**src/rtl/top_pad_pkg.sv**
```systemverilog
// ----------------------------------------------------------------------------
// top_pad_pkg
// Shared types for the north pad-ring ownership controller:
//   - pad_state_e : controller FSM states
//   - owner_idx_t : 2-bit macro index (owner, rr pointer, lock id)
//   - NUM_MACROS_MAX / CFG_W : upper bound on requesters, pad-mux select width
//   - idx_to_onehot : index -> one-hot over NUM_MACROS_MAX bits
// Optional feature macro used by importers: PAD_OWNER_LOCK_EN.
// ----------------------------------------------------------------------------
package top_pad_pkg;

    localparam int unsigned NUM_MACROS_MAX = 4;
    localparam int unsigned CFG_W          = 4;

    typedef logic [1:0] owner_idx_t;

    typedef enum logic [1:0] {
        IDLE,
        SWITCH,
        OWNED,
        DRAIN
    } pad_state_e;

    function automatic logic [NUM_MACROS_MAX-1:0] idx_to_onehot(input owner_idx_t idx);
        return {{(NUM_MACROS_MAX-1){1'b0}}, 1'b1} << idx;
    endfunction

endpackage

```
**src/rtl/top_rr_pick.sv**
```systemverilog
// ----------------------------------------------------------------------------
// top_rr_pick
// Combinational round-robin picker: first set bit of i_req, searching upward
// from i_rr_ptr and wrapping at NUM_MACROS.
// Ports:
//   i_req     in  NUM_MACROS  eligible requests
//   i_rr_ptr  in  2           index where the search starts
//   o_idx     out 2           winning index (0 when nothing requests)
//   o_valid   out 1           at least one request present
// ----------------------------------------------------------------------------
module top_rr_pick
    import top_pad_pkg::*;
#(
    parameter int unsigned NUM_MACROS = 4
) (
    input  logic [NUM_MACROS-1:0] i_req,
    input  owner_idx_t            i_rr_ptr,
    output owner_idx_t            o_idx,
    output logic                  o_valid
);

    logic [2:0] w_cand;

    always_comb begin
        o_idx   = '0;
        o_valid = 1'b0;
        w_cand  = '0;
        for (int unsigned i = 0; i < NUM_MACROS; i++) begin
            w_cand = {1'b0, i_rr_ptr} + 3'(i);
            if (w_cand >= 3'(NUM_MACROS)) begin
                w_cand = w_cand - 3'(NUM_MACROS);
            end
            if (!o_valid && i_req[w_cand[1:0]]) begin
                o_valid = 1'b1;
                o_idx   = w_cand[1:0];
            end
        end
    end

endmodule

```
**src/rtl/top_pad_owner_ctrl.sv**
```systemverilog
// ----------------------------------------------------------------------------
// top_pad_owner_ctrl
// Arbitrates ownership of the shared north pad ring between NUM_MACROS macros.
// Every ownership change goes DRAIN (oe_gate low, old select) -> SWITCH
// (oe_gate low, new select) -> OWNED, so two macros never drive the pads in
// the same cycle. All outputs are registered.
// Ports:
//   clk            in   1           block clock
//   rst_n          in   1           asynchronous active-low reset
//   req            in   NUM_MACROS  level request per macro
//   lock_en        in   1           (PAD_OWNER_LOCK_EN only) restrict to lock_id
//   lock_id        in   2           (PAD_OWNER_LOCK_EN only) locked macro index
//   grant          out  NUM_MACROS  one-hot, high only in OWNED
//   configuration  out  4           pad-mux select = owner index, zero-extended
//   oe_gate        out  1           0 forces all pads to input
//   busy           out  1           high in SWITCH or DRAIN
// Optional feature macro: PAD_OWNER_LOCK_EN.
// ----------------------------------------------------------------------------
module top_pad_owner_ctrl
    import top_pad_pkg::*;
#(
    parameter int unsigned NUM_MACROS    = 4,
    parameter int unsigned DEAD_CYCLES   = 2,
    parameter int unsigned SETTLE_CYCLES = 1,
    parameter int unsigned MAX_HOLD      = 16
) (
    input  logic                  clk,
    input  logic                  rst_n,
    input  logic [NUM_MACROS-1:0] req,
`ifdef PAD_OWNER_LOCK_EN
    input  logic                  lock_en,
    input  owner_idx_t            lock_id,
`endif
    output logic [NUM_MACROS-1:0] grant,
    output logic [CFG_W-1:0]      configuration,
    output logic                  oe_gate,
    output logic                  busy
);

    localparam int unsigned CNT_MAX = (DEAD_CYCLES > SETTLE_CYCLES) ? DEAD_CYCLES : SETTLE_CYCLES;
    localparam int unsigned CNT_W   = $clog2(CNT_MAX + 1);
    localparam int unsigned HOLD_W  = $clog2(MAX_HOLD + 2);

    localparam logic [CNT_W-1:0]  DEAD_LOAD   = CNT_W'(DEAD_CYCLES - 1);
    localparam logic [CNT_W-1:0]  SETTLE_LOAD = CNT_W'(SETTLE_CYCLES - 1);
    localparam logic [HOLD_W-1:0] HOLD_LAST   = HOLD_W'(MAX_HOLD - 1);

    pad_state_e           r_state,  w_state_nxt;
    owner_idx_t           r_owner,  w_owner_nxt;
    owner_idx_t           r_rr_ptr, w_rr_nxt;
    logic [CNT_W-1:0]     r_cnt,    w_cnt_nxt;
    logic [HOLD_W-1:0]    r_hold,   w_hold_nxt;
    logic [NUM_MACROS-1:0] r_grant;
    logic                 r_oe;
    logic                 r_busy;

    logic [NUM_MACROS_MAX-1:0] w_owner_oh_full;
    logic [NUM_MACROS-1:0]     w_owner_oh;
    logic [NUM_MACROS-1:0]     w_req_eff;
    logic                      w_preempt_en;
    logic                      w_owner_req;
    logic                      w_other_req;
    owner_idx_t                w_pick_idx;
    logic                      w_pick_valid;

    assign w_owner_oh_full = idx_to_onehot(r_owner);
    assign w_owner_oh      = w_owner_oh_full[NUM_MACROS-1:0];

`ifdef PAD_OWNER_LOCK_EN
    logic [NUM_MACROS_MAX-1:0] w_lock_oh_full;
    assign w_lock_oh_full = idx_to_onehot(lock_id);
    // Masking the request vector makes a foreign owner look released, which
    // is what forces OWNED->DRAIN when a lock arrives.
    assign w_req_eff    = lock_en ? (req & w_lock_oh_full[NUM_MACROS-1:0]) : req;
    assign w_preempt_en = (MAX_HOLD != 0) && !lock_en;
`else
    assign w_req_eff    = req;
    assign w_preempt_en = (MAX_HOLD != 0);
`endif

    assign w_owner_req = |(w_req_eff & w_owner_oh);
    assign w_other_req = |(w_req_eff & ~w_owner_oh);

    top_rr_pick #(
        .NUM_MACROS (NUM_MACROS)
    ) u_rr_pick (
        .i_req    (w_req_eff),
        .i_rr_ptr (r_rr_ptr),
        .o_idx    (w_pick_idx),
        .o_valid  (w_pick_valid)
    );

    always_comb begin
        w_state_nxt = r_state;
        w_owner_nxt = r_owner;
        w_rr_nxt    = r_rr_ptr;
        w_cnt_nxt   = r_cnt;
        w_hold_nxt  = r_hold;
        unique case (r_state)
            IDLE: begin
                if (w_pick_valid) begin
                    w_state_nxt = SWITCH;
                    w_owner_nxt = w_pick_idx;
                    w_cnt_nxt   = SETTLE_LOAD;
                end
            end
            SWITCH: begin
                if (!w_owner_req) begin
                    w_state_nxt = DRAIN;
                    w_cnt_nxt   = DEAD_LOAD;
                end else if (r_cnt == '0) begin
                    w_state_nxt = OWNED;
                    w_hold_nxt  = '0;
                    w_rr_nxt    = (r_owner == owner_idx_t'(NUM_MACROS - 1)) ? '0 : r_owner + 2'd1;
                end else begin
                    w_cnt_nxt = r_cnt - 1'b1;
                end
            end
            OWNED: begin
                if (!w_owner_req) begin
                    w_state_nxt = DRAIN;
                    w_cnt_nxt   = DEAD_LOAD;
                    w_hold_nxt  = '0;
                end else if (w_other_req) begin
                    if (w_preempt_en && (r_hold == HOLD_LAST)) begin
                        w_state_nxt = DRAIN;
                        w_cnt_nxt   = DEAD_LOAD;
                        w_hold_nxt  = '0;
                    end else if (r_hold != '1) begin
                        w_hold_nxt = r_hold + 1'b1;
                    end
                end else begin
                    w_hold_nxt = '0;
                end
            end
            DRAIN: begin
                if (r_cnt != '0) begin
                    w_cnt_nxt = r_cnt - 1'b1;
                end else if (w_pick_valid) begin
                    w_state_nxt = SWITCH;
                    w_owner_nxt = w_pick_idx;
                    w_cnt_nxt   = SETTLE_LOAD;
                end else begin
                    w_state_nxt = IDLE;
                end
            end
            default: w_state_nxt = IDLE;
        endcase
    end

    // Outputs decode the next state so grant/oe_gate change on the same edge
    // as the state itself; grant uses r_owner, which is stable across SWITCH.
    always_ff @(posedge clk or negedge rst_n) begin
        if (!rst_n) begin
            r_state  <= IDLE;
            r_owner  <= '0;
            r_rr_ptr <= '0;
            r_cnt    <= '0;
            r_hold   <= '0;
            r_grant  <= '0;
            r_oe     <= 1'b0;
            r_busy   <= 1'b0;
        end else begin
            r_state  <= w_state_nxt;
            r_owner  <= w_owner_nxt;
            r_rr_ptr <= w_rr_nxt;
            r_cnt    <= w_cnt_nxt;
            r_hold   <= w_hold_nxt;
            r_grant  <= (w_state_nxt == OWNED) ? w_owner_oh : '0;
            r_oe     <= (w_state_nxt == OWNED);
            r_busy   <= (w_state_nxt == SWITCH) || (w_state_nxt == DRAIN);
        end
    end

    assign grant         = r_grant;
    assign configuration = {{(CFG_W-2){1'b0}}, r_owner};
    assign oe_gate       = r_oe;
    assign busy          = r_busy;

endmodule

```
**config.mk**
```make
export PLATFORM = sky130hd
export DESIGN_NAME = top_pad_owner_ctrl
export DESIGN_NICKNAME = d
export VERILOG_FILES = /design/src/rtl/top_pad_pkg.sv /design/src/rtl/top_rr_pick.sv /design/src/rtl/top_pad_owner_ctrl.sv
export SDC_FILE = /design/constraint.sdc
export NUM_CORES = 1
export LEC_CHECK = 0
export CORE_UTILIZATION = 40
export DETAILED_ROUTE_END_ITERATION = 16
export DONT_BUFFER_PORTS = 1
export GPL_TIMING_DRIVEN = 0
export PLACE_DENSITY = 0.54
export SYNTH_ARGS = -nofsm -noshare
export SYNTH_HDL_FRONTEND = slang
export SYNTH_SLANG_ARGS = --single-unit
```
**constraint.sdc**
```tcl
create_clock -name clk -period 2.2 [get_ports clk]
set_input_delay 0.22 -clock clk [delete_from_list [all_inputs] [get_ports clk]]
set_output_delay 0.22 -clock clk [all_outputs]
set_load 0.05 [all_outputs]
```
Word level (Yosys, flattened, before mapping)

Index checks and enable logic that the tools add are counted.

Bits of input ports: 6
Word-level logic and storage cells: 113
Register bits: 19
Output and inout bits: 10

Equal/unequal tests: 16
Shift operators: 1
Add/sub/neg operators: 10
Mux-type cells: 49
Reduce and logical (&&, ||, !) cells: 18
$lt $le $gt $ge: 8
Bitwise gates (word level): 3

Operators by type and width:

| cell                                                                 | number |
|---|---|
| 2-bit 2-to-1 mux                                                     | 25 |
| 5-bit 2-to-1 mux                                                     | 6 |
| 2-bit case mux with 4 select lines                                   | 2 |
| 2-bit by 3-bit < comparator with 1-bit output, second input constant | 4 |
| 2-bit == test, second input constant                                 | 5 |
| 5-bit inequality test, second input constant                         | 2 |
| 5-bit case mux with 2 select lines                                   | 1 |
| 2-bit by 1-bit subtractor with 2-bit output, second input constant   | 5 |
| 3-bit greater-or-equal comparator, second input constant             | 3 |
| 1-bit 2-to-1 mux                                                     | 9 |
| 3-bit inequality test, second input constant                         | 3 |
| 4-bit bitwise AND                                                    | 2 |
| 1-bit binary-select mux with 2-bit select                            | 4 |
| 4-bit OR reduction                                                   | 2 |
| 2-bit by 2-bit adder with 3-bit output, second input constant        | 2 |
| 2-bit inequality test, second input constant                         | 3 |
| 3-bit AND reduction                                                  | 2 |
| 2-bit nonzero test                                                   | 3 |
| 5-bit by 1-bit adder with 5-bit output, second input constant        | 1 |
| 5-bit by 4-bit == test with 1-bit output, second input constant      | 1 |
| 2-bit by 1-bit == test with 1-bit output, second input constant      | 2 |
| 2-bit zero test                                                      | 2 |
| 4-bit 2-to-1 mux                                                     | 1 |
| 4-bit NOT                                                            | 1 |
| 10 further kinds                                                     | 14 |

Logic depth before layout (Yosys ltp)

Depth after elaboration: 19
Mapped depth: 7
Depth with buffers taken out: 7

Cells and area by module

A second synthesis with hierarchy kept.

Cells, all modules: 123
Area total of the unflattened synthesis: 1198.6 µm²

By module, submodules not included:

| module             | cells each | times used | seq. area each (µm²) | area each (µm²) |
|---|---|---|---|---|
| top_pad_owner_ctrl | 108        | 1          | 450.4                | 1121.1 |
| top_rr_pick        | 15         | 1          | 0.0                  | 77.6 |

Worst setup path after synthesis

No wires, ideal clock.

Kind: register to register
From: register r_owner[0]
To: register r_cnt[0]
Stages on the path, launching flop included: 8
Period minus slack after synthesis: 2.133 ns
Arrival time: 2.015 ns
Data required time: 2.082 ns
Buffers on the path: 0
Library setup time: 0.118 ns
Slack: 0.067 ns
Cells stage by stage: dfrtp_1 -> inv_1 -> ha_1 -> a22o_4 -> o2111ai_4 -> o31ai_4 -> o21bai_1 -> a21o_1

Longest elaborated chain between the ends: 6
Elaborated cells on any way between the ends: 13
Those cells by class: eq/ne: 3; shift: 1; mux: 3; bitwise: 3; reduce/logical: 3

RTL lines:

| item                                            | line                      | text |
|---|---|---|
| from (decl)                                     | top_pad_owner_ctrl.sv:49  | `owner_idx_t r_owner, w_owner_nxt;` |
| from (signal assigned)                          | top_pad_owner_ctrl.sv:165 | `r_owner <= w_owner_nxt;` |
| 1-bit by 2-bit left shift with 4-bit output (*) | top_pad_pkg.sv:25         | `return {{(NUM_MACROS_MAX-1){1'b0}}, 1'b1} << idx;` |
| 4-bit NOT                                       | top_pad_owner_ctrl.sv:82  | `assign w_other_req = \|(w_req_eff & ~w_owner_oh);` |
| 4-bit bitwise AND                               | top_pad_owner_ctrl.sv:82  |  |
| 4-bit OR reduction                              | top_pad_owner_ctrl.sv:82  |  |
| 3-bit inequality test (no line)                 | -                         |  |
| 3-bit AND reduction (no line)                   | -                         |  |
| to (signal assigned)                            | top_pad_owner_ctrl.sv:167 | `r_cnt <= w_cnt_nxt;` |
| to (decl)                                       | top_pad_owner_ctrl.sv:51  | `logic [CNT_W-1:0] r_cnt, w_cnt_nxt;` |

Mark *: on every way between the ends. The rest lies on a longest branch, timed or not.
A chain may end at the register's enable or synchronous reset.

Worst setup path after layout

From: register r_owner[0]
To: register r_hold[1]

Longest elaborated chain between the ends: 7
Elaborated cells on any way between the ends: 12
Those cells by class: eq/ne: 2; shift: 1; mux: 3; bitwise: 3; reduce/logical: 3

RTL lines:

| item                                            | line                      | text |
|---|---|---|
| 1-bit by 2-bit left shift with 4-bit output (*) | top_pad_pkg.sv:25         |  |
| 4-bit NOT                                       | top_pad_owner_ctrl.sv:82  |  |
| 4-bit bitwise AND                               | top_pad_owner_ctrl.sv:82  |  |
| 4-bit OR reduction                              | top_pad_owner_ctrl.sv:82  |  |
| 5-bit 2-to-1 mux                                | top_pad_owner_ctrl.sv:124 | `end else if (w_other_req) begin` |
| 5-bit 2-to-1 mux                                | top_pad_owner_ctrl.sv:120 | `if (!w_owner_req) begin` |
| 5-bit case mux with 2 select lines              | top_pad_owner_ctrl.sv:99  | `unique case (r_state)` |
| to (signal assigned)                            | top_pad_owner_ctrl.sv:168 | `r_hold <= w_hold_nxt;` |
| to (decl)                                       | top_pad_owner_ctrl.sv:52  | `logic [HOLD_W-1:0] r_hold, w_hold_nxt;` |

Marked as above.

==> metrics.yaml <==
sta:
  slew_viol_final: 0
  hold_slack_ns: 0.1317
  setup_viol: 0
  period_needed_ns: 2.085
  grt_setup_unrepaired: "false"
  post-route-period-util: 0.9476
  fmax_ghz: 0.4797
  finalClockSkew_ns: 0.002067
  relSlewSlack: 0.4575
  tightestPinTransition_ns: 0.8111
  hold_viol: 0
hold_path:
  holdCritPathClass: "in2reg"
  min-delay-start: "req[3]"
synth:
  synth_top_family_by_area: "compound AO/OA/AOI/OAI gates"
  synthArstFlopShare: 1.000
  synth_commonest_cells: "dfrtp_1, nand2_1, nor2_1, a21oi_1, inv_1"
  yosys.area.top_type: "dfrtp_1"
  synth_area_per_cell_um2: 9.655
  synth_cells: 120
  synth_fa_ha_area_frac: 0.08639
  synth_area_mm2: 0.001159
  yosysWarnings: 0
  synth_compound_area_frac: 0.2387
  synthMuxAreaShare: 0.008639
  ys_types: 39
  synth_simple_gate_area_frac: 0.2235
  synth_xor_area_frac: 0
  ys_seq_elements: 18
  yosysSeqAreaShare: 0.3888
  synth_edf_count: 0
  yosysTopAreaCellShare: 0.3888
  synth.most_common_cell: "dfrtp_1"
  synth_ff_type: "dfrtp_1"
  synth_area_leaders: "dfrtp_1, ha_1, nand2_1, a21oi_1, nor2_1"
clock_tree:
  cts_buffers: 3
  htreeDepth: 1
  worstSkewPairLatency_ns: 0.29
  cts_tree: "done"
  clock-sinks: 18
  clk_path_buf_depth: 2
  cts-root-buf: "clkbuf_4"
  cts.clk_slew.worst_paths_ns: 0.10
floorplan:
  dieWidth_um: 55.82
  die_y_um: 55.82
  rows: 19
  die_area_mm2: 0.003116
  ios: 16
  start_util: 0.4201
  core_region_area_mm2: 0.002758
setup_path:
  start_kind: "flop"
  worstSetupEndpointType: "flop"
  crit_required_ns: 2.44
  criticalPathCategory: "reg2reg"
  path_max_fanout: 6
  reg2reg_slack_ns: 0.12
  crit_arrival_ns: 2.32
  rr_startpoint: "r_owner[0]$_DFFE_PN0P_"
  crit_start: "r_owner[0]$_DFFE_PN0P_"
final_layout:
  area_growth_pct: 10.26
  fin_cells: 159
  nNetsFinal: 143
  final_area_mm2: 0.001277
  antenna_cells: 0
  utilization: 0.4632
  drive_above_1_share: 0.2188
run_status:
  status: "finished, final reports clean"
routing:
  wl_per_cell_um: 13.47
  vias: 874
  ant_nets: 0
  drt_iter0_markers: 14
  viasPerCell: 5.497
  remaining_drc_errors: 0
  wl_mm: 2.141
  first_pass_iters: 4
global_routing:
  grt_pass1_wl_mm: 3.843
  grt_pass1_vias: 855
  overflow: 0
  track_usage: 0.1546
  antenna_found_initial: 0
  grt_max_degree: 19
placement:
  portBuffers: 0
  place_inst: 152
  place_area_mm2: 0.001201
  finalWeightedCongestion: 0.7787
  place_hpwl_mm: 1.653
power:
  ir_worst_vdd_uv: 679.0
  p_per_area_mw_per_mm2: 1345
  leakagePower_nw: 0.5932
  p_total_mw: 1.718
flow_run:
  drv_cap: 0
## power breakdown
part,leakage [nW],switching [mW],internal [mW],total (mW)
Sequential,0.232,0.262,0.439,0.701
Combinational,0.340,0.465,0.348,0.813
Clock,0.0210,0.103,0.101,0.203
## cell families (layout without fill, tap and decap cells)
kind of cell,count (synthesis),after routing
AO/OA/AOI/OAI,31,31
adder cells (fa/ha/maj),8,8
buffers and inverters,13,20
flip-flops,18,18
multiplexers,1,1
other,1,2
AND/OR/NAND/NOR,48,48
## routing by layer
layer / vias up / global-route usage / wire (µm)
met5: - / 0 / 0
met4: 0 / 0.05226 / 19
met3: 2 / 0.03256 / 48
met2: 10 / 0.2427 / 992
met1: 416 / 0.2123 / 1081
li1: 446 / - / -
## through the flow
| step | setup slack (ns) | TNS [ns] |
|---|---|---|
| floorplan | 0.06689 | 0 |
| global placement | -0.1597 | -0.3463 |
| detailed placement | -0.1464 | -0.4070 |
| CTS | 0.03854 | 0 |
| global route | 0.01983 | 0 |
| finish | 0.1153 | 0 |
## path summary, 6_finish.rpt
kind,end,depth (start not counted)
worst max-delay path,r_hold[1]$_DFFE_PN0P_,7
worst min-delay path,r_owner[1]$_DFFE_PN0P_,2
worst max register to register,r_hold[1]$_DFFE_PN0P_,7
worst min register to register,r_cnt[0]$_DFFE_PN0P_,1
max in group asynchronous,r_owner[1]$_DFFE_PN0P_,1
min in group asynchronous,grant[0]$_DFF_PN0_,1
## worst max-delay path: stages, from the launching register on
cell and delay [ns]:
dfrtp_2 0.59, inv_1 0.12, ha_1 0.25, nand2b_1 0.17, and4_1 0.23, or3_4 0.37, o21ai_2 0.17, a32o_2 0.13
## timing repair
action,in CTS,in global routing
setup buffers,0,2
hold buffers,1,0
pin swaps,0,1
endpoints found under the hold margin,18,0
gates resized for setup,2,2
setup endpoints to repair,10,2
## registers in the layout (all words and copies together) (netlist names)
| name | count |
|---|---|
| r_cnt | 2 |
| busy | 1 |
| grant | 4 |
| r_owner | 2 |
| r_hold | 5 |
| oe_gate | 1 |
| r_state | 1 |
| r_rr_ptr | 2 |
## layout make-up
cell class                      count  area, µm²
Buffer                              4      25.02
Clock buffer                        4      36.28
Sequential cell                    18      452.9
Fill cell                         257       1480
Inverter                            9      33.78
Timing Repair Buffer                3      25.02
Multi-Input combinational cell     90      665.6
Tap cell                           31      38.79
## layout by cell type (no fill, tap or decap), drive strengths merged, types with 3 or more instances in the layout
| master | n |
|---|---|
| clkbuf | 4 |
| nor3 | 4 |
| nor2 | 11 |
| nand2 | 14 |
| dfrtp | 18 |
| buf | 6 |
| ha | 8 |
| a21oi | 9 |
| inv | 9 |
| and2 | 4 |
| nand2b | 5 |
| nand3 | 3 |
| o21ai | 3 |
No activity file was read; power rests on OpenSTA's default activity.
